$ cat src/rtl/multiplicador.sv
// Sequential shift-add unsigned multiplier.
// A start in IDLE latches the operands; N CALC steps later the 2N-bit
// product is written to produto and done1 pulses for one cycle.
module multiplicador #(
  parameter int N = 4
) (
  input  logic           clk,
  input  logic           rst,
  input  logic           St,
  input  logic [N-1:0]   mndo,
  input  logic [N-1:0]   mdor,
  output logic           done1,
  output logic [2*N-1:0] produto
);

  localparam int CW = $clog2(N + 1);
  localparam logic [CW-1:0] LAST = CW'(N - 1);

  typedef enum logic {
    IDLE = 1'b0,
    CALC = 1'b1
  } state_t;

  state_t         state_q, state_d;
  logic [N-1:0]   m_q, m_d;
  logic [2*N:0]   acc_q, acc_d;
  logic [CW-1:0]  cnt_q, cnt_d;
  logic [2*N-1:0] prod_q, prod_d;
  logic           done_q, done_d;

  // One shift-add step. The upper part is N+1 bits wide so the carry of
  // the add lands in acc[2N] and survives the right shift.
  logic           last_step;
  logic [N:0]     addend;
  logic [N:0]     sum;
  logic [2*N:0]   pre_shift;
  logic [2*N:0]   stepped;

  assign last_step = (cnt_q == LAST);
  assign addend    = acc_q[0] ? {1'b0, m_q} : '0;
  assign sum       = acc_q[2*N:N] + addend;
  assign pre_shift = {sum, acc_q[N-1:0]};
  assign stepped   = pre_shift >> 1;

  assign done1   = done_q;
  assign produto = prod_q;

  // State register with asynchronous active-low reset.
  always_ff @(posedge clk or negedge rst) begin
    if (!rst) begin
      state_q <= IDLE;
    end else begin
      state_q <= state_d;
    end
  end

  // Next-state logic: start from IDLE, leave CALC after the N-th step.
  always_comb begin
    state_d = state_q;
    case (state_q)
      IDLE: if (St) state_d = CALC;
      CALC: if (last_step) state_d = IDLE;
      default: state_d = IDLE;
    endcase
  end

  // Datapath and output next values for the current state.
  always_comb begin
    m_d    = m_q;
    acc_d  = acc_q;
    cnt_d  = cnt_q;
    prod_d = prod_q;
    done_d = 1'b0;
    case (state_q)
      IDLE: begin
        if (St) begin
          m_d   = mndo;
          acc_d = {{(N + 1){1'b0}}, mdor};
          cnt_d = '0;
        end
      end
      CALC: begin
        acc_d = stepped;
        cnt_d = cnt_q + CW'(1);
        if (last_step) begin
          prod_d = stepped[2*N-1:0];
          done_d = 1'b1;
        end
      end
      default: begin
        done_d = 1'b0;
      end
    endcase
  end

  // Datapath and registered outputs; reset clears everything at once.
  always_ff @(posedge clk or negedge rst) begin
    if (!rst) begin
      m_q    <= '0;
      acc_q  <= '0;
      cnt_q  <= '0;
      prod_q <= '0;
      done_q <= 1'b0;
    end else begin
      m_q    <= m_d;
      acc_q  <= acc_d;
      cnt_q  <= cnt_d;
      prod_q <= prod_d;
      done_q <= done_d;
    end
  end

endmodule

$ cat config.mk
export PLATFORM = sky130hd
export DESIGN_NAME = multiplicador
export DESIGN_NICKNAME = d
export VERILOG_FILES = /design/src/rtl/multiplicador.sv
export SDC_FILE = /design/constraint.sdc
export NUM_CORES = 1
export LEC_CHECK = 0
export ABC_AREA = 1
export CAP_MARGIN = 30
export CELL_PAD_IN_SITES_DETAIL_PLACEMENT = 0
export CELL_PAD_IN_SITES_GLOBAL_PLACEMENT = 2
export CORE_UTILIZATION = 32
export DETAILED_ROUTE_END_ITERATION = 7
export PLACE_DENSITY = 0.89
export SLEW_MARGIN = 20
export SYNTH_ARGS = -nofsm -noshare
export SYNTH_HDL_FRONTEND = slang
export SYNTH_SLANG_ARGS = --single-unit
$ cat constraint.sdc
create_clock -name clk -period 2.2 [get_ports clk]
set_clock_uncertainty 0.15 [all_clocks]
set_input_delay 0.33 -clock clk [delete_from_list [all_inputs] [get_ports clk]]
set_output_delay 0.33 -clock clk [all_outputs]
set_load 0.01 [all_outputs]
==> qor.txt, run 1 <==
first-pass GRT wire length: 3840 um
clk buf depth: 2
WL/cell: 10.6 um
post-synthesis cell area: 1200 um2
initial core utilization: 34.5%
top-count cell post-synth: nand2_1
final hold violation count: 0
post-CTS setup buffer count: 0
CTS buffer count: 3
I/O Buffers: 19
Via density: 4.39
Worst EP required: 2.26 ns
Setup crit start kind: flop
post-synthesis sequential area ratio: 52.3%
CTS root buf: clkbuf_8
core area: 3470 um2
Yosys reg bits: 25
Syn Nets: 143
Worst VDD drop: 0.000373 V
Post-synth EDFFs: 0
# clock sinks: 25
layout cells sized above 1: 10.2%
via count: 847
worst skew pair latency: 0.26 ns
H-tree depth: 1
DR iter-0 viols: 40
WP data arrival: 1.79 ns
DP Area: 1430 um2
Global Route Usage Sum: 12.4%
Avg Inst Size Synth: 9.57 um2
Fill cells: 358
synth unique cells: 22
P per Cell Area: 1210 nW/um2
Clock transition at path regs: 0.08 ns
outcome: complete, no violations
grt ovf: 0
Yosys warning total: 0
crit end category: flop
FFs w/ async S/R, synth: 100%
vias in the first global route: 871
Slew Limit Fails: 0
synth cell count leaders: nand2_1 (42), dfrtp_1 (25), inv_1 (16)
final instance area: 1470 um2
Die X: 63.1 um
RSZ-0062 raised after global routing: false
drt pass-1 iters: 4
ranking of synthesized cells by area: dfrtp_1 (52%), nand2_1 (13%), ha_1 (6.3%)
Max-Cap Viols: 0
period utilization: 78.7%
number of antenna diodes: 0
DRC violations left: 0
CTS Hold Bufs: 0
Worst Path Max Fanout: 5
share of the synthesized area in the top cell type: 52.3%
final wirelength: 2050 um
CTS tree: done
Setup TNS: 0 ns
FF-to-FF path depth: 8
Synth-to-Final Area Change: 23.2%
top cell type by total area after synthesis: dfrtp_1
synthesized instance count: 125
# setup viols final: 0
top_reg_cell synth: dfrtp_1
die height: 63.1 um
Period minus WS final: 1.73 ns
Leakage Power: 0.726 nW
fmax: 0.578 GHz
DRT antenna net count: 0
Nets: 166
min-delay worst type: in2async
RD Place Congestion: 0.832
HPWL Detailed: 1530 um
final core utilization: 42.5%
Cell Rows: 21
CTS resizes: 0
Slew HR: 69.6%
initial antenna violation count: 0
largest net degree at the start of global routing: 26
Tightest Pin Transition: 0.457 ns
die area: 3990 um2
I/O Pins: 20
Setup Crit Path Kind: reg2reg
metal layers:
| metal | GRT usage, % | part of all wire, % |
|---|---|---|
| met1 | 15.9 | 50 |
| met2 | 19.9 | 45 |
| met3 | 2.17 | 3.0 |
| met4 | 6.10 | 1.9 |
| met5 | 0 | 0 |
cell usage in the layout (no fill, tap or decap), types with 2 or more instances in the layout:
cell type        netlist  final
inv_1                 16     16
o22ai_1                2      2
nand2_1               42     42
dfrtp_1               25     25
clkdlybuf4s50_1        0     19
clkbuf_8               0      3
o221ai_1               3      3
nor2_1                 3      3
nand3_1                5      5
a21oi_1                3      3
ha_1                   6      6
o21ai_0                3      3
o21ai_2                5      5
critical path: stages (launching register included):
cell	delay (ns)
dfrtp_1	0.40
nand2_1	0.06
inv_1	0.05
ha_1	0.17
inv_1	0.06
fa_1	0.40
o21ai_0	0.25
nand2_1	0.08
nand2_1	0.06
final cells by class:
type,instances,area [um2],share of cell area [%]
flip-flops and latches,25,626,42.4
multi-input cells,79,469,31.8
repair buffers,20,198,13.4
inverters,19,78.8,5.35
well taps,46,57.6,3.90
clock buffers,4,45.0,3.06
state kept, by name (all words and copies together), names as in the netlist:
signal / count
acc_q: 8
cnt_q: 3
done1: 1
m_q: 4
produto: 8
state_q: 1
worst paths after layout:
check | start | end | slack [ns]
worst max-delay path | acc_q[0] | acc_q[7] | 0.47
worst min-delay path | rst | produto[3] | 0.28
worst max register to register | acc_q[0] | acc_q[7] | 0.47
worst min register to register | produto[6] | produto[6] | 0.33
max in group asynchronous | rst | cnt_q[0] | 1.38
min in group clk | produto[6] | produto[6] | 0.33
power by group:
part | switching [mW] | total (mW) | internal, mW
clock | 0.134 | 0.263 | 0.129
combinational | 0.412 | 0.754 | 0.342
sequential | 0.122 | 0.769 | 0.647
cell families after synthesis:
logic type               after synthesis  share of synthesized area, %
adder cells (fa/ha/maj)                7                          7.95
AO/OA/AOI/OAI                         18                          10.8
AND/OR/NAND/NOR                       53                          19.8
flip-flops                            25                          52.3
XOR/XNOR                               1                         0.732
buffers and inverters                 21                          8.47
stage by stage:
step | setup slack [ns] | hold slack, ns | instances | power [mW]
finish | 0.468 | 0.276 | 193 | 1.79
global route | 0.252 | 0.303 | 193 | 1.95
CTS | 0.456 | 0.289 | 193 | 1.82
detailed placement | 0.464 | 0.318 | 189 | 1.55
global placement | 0.509 | 0.313 | 189 | 1.53
floorplan | 0.601 | -0.116 | 125 | 1.31
(Power assumes the default switching activity.)
==> run 2, diff against run 1 <==
- CORE_UTILIZATION: 32 -> 29
- PLACE_DENSITY: 0.89 -> 0.85
- clock period: 2.2 -> 1.44 ns (I/O delays scaled with it)
==> qor.txt, run 2 (synthesized netlist as in run 1, its figures left out) <==
outcome: complete, but fails checks (was complete, no violations)
failing checks: negative setup slack
via count: 899 (was 847)
PnR worst setup slack: -0.155 ns (was 0.468 ns)
min-delay worst type: in2async (unchanged)
I/O Pins: 20 (unchanged)
RSZ-0062 raised after global routing: true (was false)
Leakage Power: 0.811 nW (was 0.726 nW)
vias in the first global route: 950 (was 871)
Non-Filler Instances: 203 (was 193)
crit end category: flop (unchanged)
HPWL Detailed: 1690 um (was 1530 um)
CTS root buf: clkbuf_8 (unchanged)
CP max-delay cell: fa_2 (was dfrtp_1)
Clock transition at path regs: 0.08 ns (about the same)
crit path cell chain: nand2_1 -> inv_2 -> ha_4 -> inv_2 -> fa_2 -> xor2_2 -> o22ai_1 (was nand2_1 -> inv_1 -> ha_1 -> inv_1 -> fa_1 -> o21ai_0 -> nand2_1 -> nand2_1)
initial core utilization: 31.5% (was 34.5%)
first-pass GRT wire length: 4460 um (was 3840 um)
Worst VDD drop: 0.000705 V (was 0.000373 V)
die height: 66.2 um (was 63.1 um)
Tightest Pin Transition: 0.522 ns (was 0.457 ns)
Crit path max-delay family: adder cells (unchanged)
Period minus WS final: 1.59 ns (was 1.73 ns)
Max-Cap Viols: 0 (unchanged)
CTS tree: done (unchanged)
P per Cell Area: 1870 nW/um2 (was 1210 nW/um2)
Global Route Usage Sum: 13.6% (was 12.4%)
Slew HR: 65.2% (was 69.6%)
Worst EP required: 1.44 ns (was 2.26 ns)
Setup Crit Path Kind: reg2reg (unchanged)
most frequent cells in the layout: nand2_1 (40), dfrtp_1 (25), inv_1 (11) (was nand2_1 (42), dfrtp_1 (25), clkdlybuf4s50_1 (19))
Setup crit start kind: flop (unchanged)
WP buf/inv: 2 (unchanged)
Nets: 174 (was 166)
grt ovf: 0 (unchanged)
period utilization: 111% (was 78.7%)
reg2reg setup slack: -0.15 ns (was 0.47 ns)
DRT antenna net count: 0 (unchanged)
core area: 3800 um2 (was 3470 um2)
CTS Hold Bufs: 0 (unchanged)
largest net degree at the start of global routing: 26 (unchanged)
I/O Buffers: 19 (unchanged)
initial antenna violation count: 0 (unchanged)
reg2reg start: acc_q[0] (unchanged)
die area: 4390 um2 (was 3990 um2)
Worst Path Max Fanout: 3 (was 5)
commonest non-fill, non-tap cell in the layout: nand2_1 (unchanged)
final hold violation count: 0 (unchanged)
WP data arrival: 1.60 ns (was 1.79 ns)
final core utilization: 43.3% (was 42.5%)
CP most frequent cell: inv_2 (was nand2_1)
placed cells: 195 (was 189)
FF-to-FF path depth: 7 (was 8)
layout cells sized above 1: 28.4% (was 10.2%)
Die X: 66.2 um (was 63.1 um)
Slew Limit Fails: 0 (unchanged)
Synth-to-Final Area Change: 37.7% (was 23.2%)
Via density: 4.43 (was 4.39)
drt pass-1 iters: 4 (unchanged)
CTS buffer count: 3 (unchanged)
final wirelength: 2460 um (was 2050 um)
DRC violations left: 0 (unchanged)
RD Place Congestion: 0.775 (was 0.832)
H-tree depth: 1 (unchanged)
Worst setup startpoint: acc_q[0] (unchanged)
number of antenna diodes: 0 (unchanged)
Worst R2R End: acc_q[5] (was acc_q[7])
DR iter-0 viols: 22 (was 40)
Cell Rows: 22 (was 21)
slowest stage delay, CP: 0.39 ns (was 0.40 ns)
fmax: 0.627 GHz (was 0.578 GHz)
clk buf depth: 2 (unchanged)
worst skew pair latency: 0.27 ns (was 0.26 ns)
# setup viols final: 8 (was 0)
WL/cell: 12.1 um (was 10.6 um)
# clock sinks: 25 (unchanged)
==> run 2: cell count changes in the layout (fill, tap and decap cells not counted), sizes merged <==
cell / before / now
dlygate4sd2: 0 / 9
buf: 1 / 9
clkdlybuf4s50: 19 / 10
==> run 2: per-stage QoR <==
step | hold slack [ns] | total power [mW] | setup TNS, ns | instance area, um2 | setup WS (ns)
after floorplan | -0.230 | 2.02 | -0.435 | 1200 | -0.109
final | 0.151 | 3.08 | -0.868 | 1650 | -0.155
after detailed placement | 0.314 | 2.48 | -1.13 | 1480 | -0.185
after CTS | 0.159 | 2.98 | -0.934 | 1600 | -0.157
after global routing | 0.177 | 3.36 | -1.64 | 1650 | -0.241
after global placement | 0.312 | 2.45 | -0.801 | 1480 | -0.142
==> run 2: report_power, final <==
| group | switching [mW] | internal (mW) |
|---|---|---|
| logic | 0.770 | 0.691 |
| clock network | 0.218 | 0.198 |
| registers | 0.220 | 0.988 |
| total | 1.21 | 1.88 |
==> run 2: cell type report <==
class                           instances  area, um2
Clock buffer                            4       45.0
Fill cell                             379       2150
Inverter                               19       78.8
Multi-Input combinational cell         79        574
Sequential cell                        25        626
Tap cell                               48       60.1
Timing Repair Buffer                   28        263
==> run 2: worst max path at each step <==
stage | slack (ns) | end | depth (start not counted)
2_1_floorplan | -0.11 | acc_q[5] | 7
3_3_place_gp | -0.14 | acc_q[5] | 7
3_5_place_dp | -0.18 | acc_q[5] | 7
4_1_cts | -0.16 | acc_q[5] | 7
5_1_grt | -0.24 | produto[5] | 7
6_report | -0.15 | acc_q[5] | 7
==> run 2: layer usage <==
metal	track usage (%)	wire [um]
met5	0	0
met3	4.14	109
met4	3.19	24
met2	22.7	1170
met1	17.1	1150
==> run 2: what timing repair did <==
action	CTS	global route
resized for setup	22	7
pin swaps	7	5
buffers inserted	2	2
setup endpoints to repair	17	14
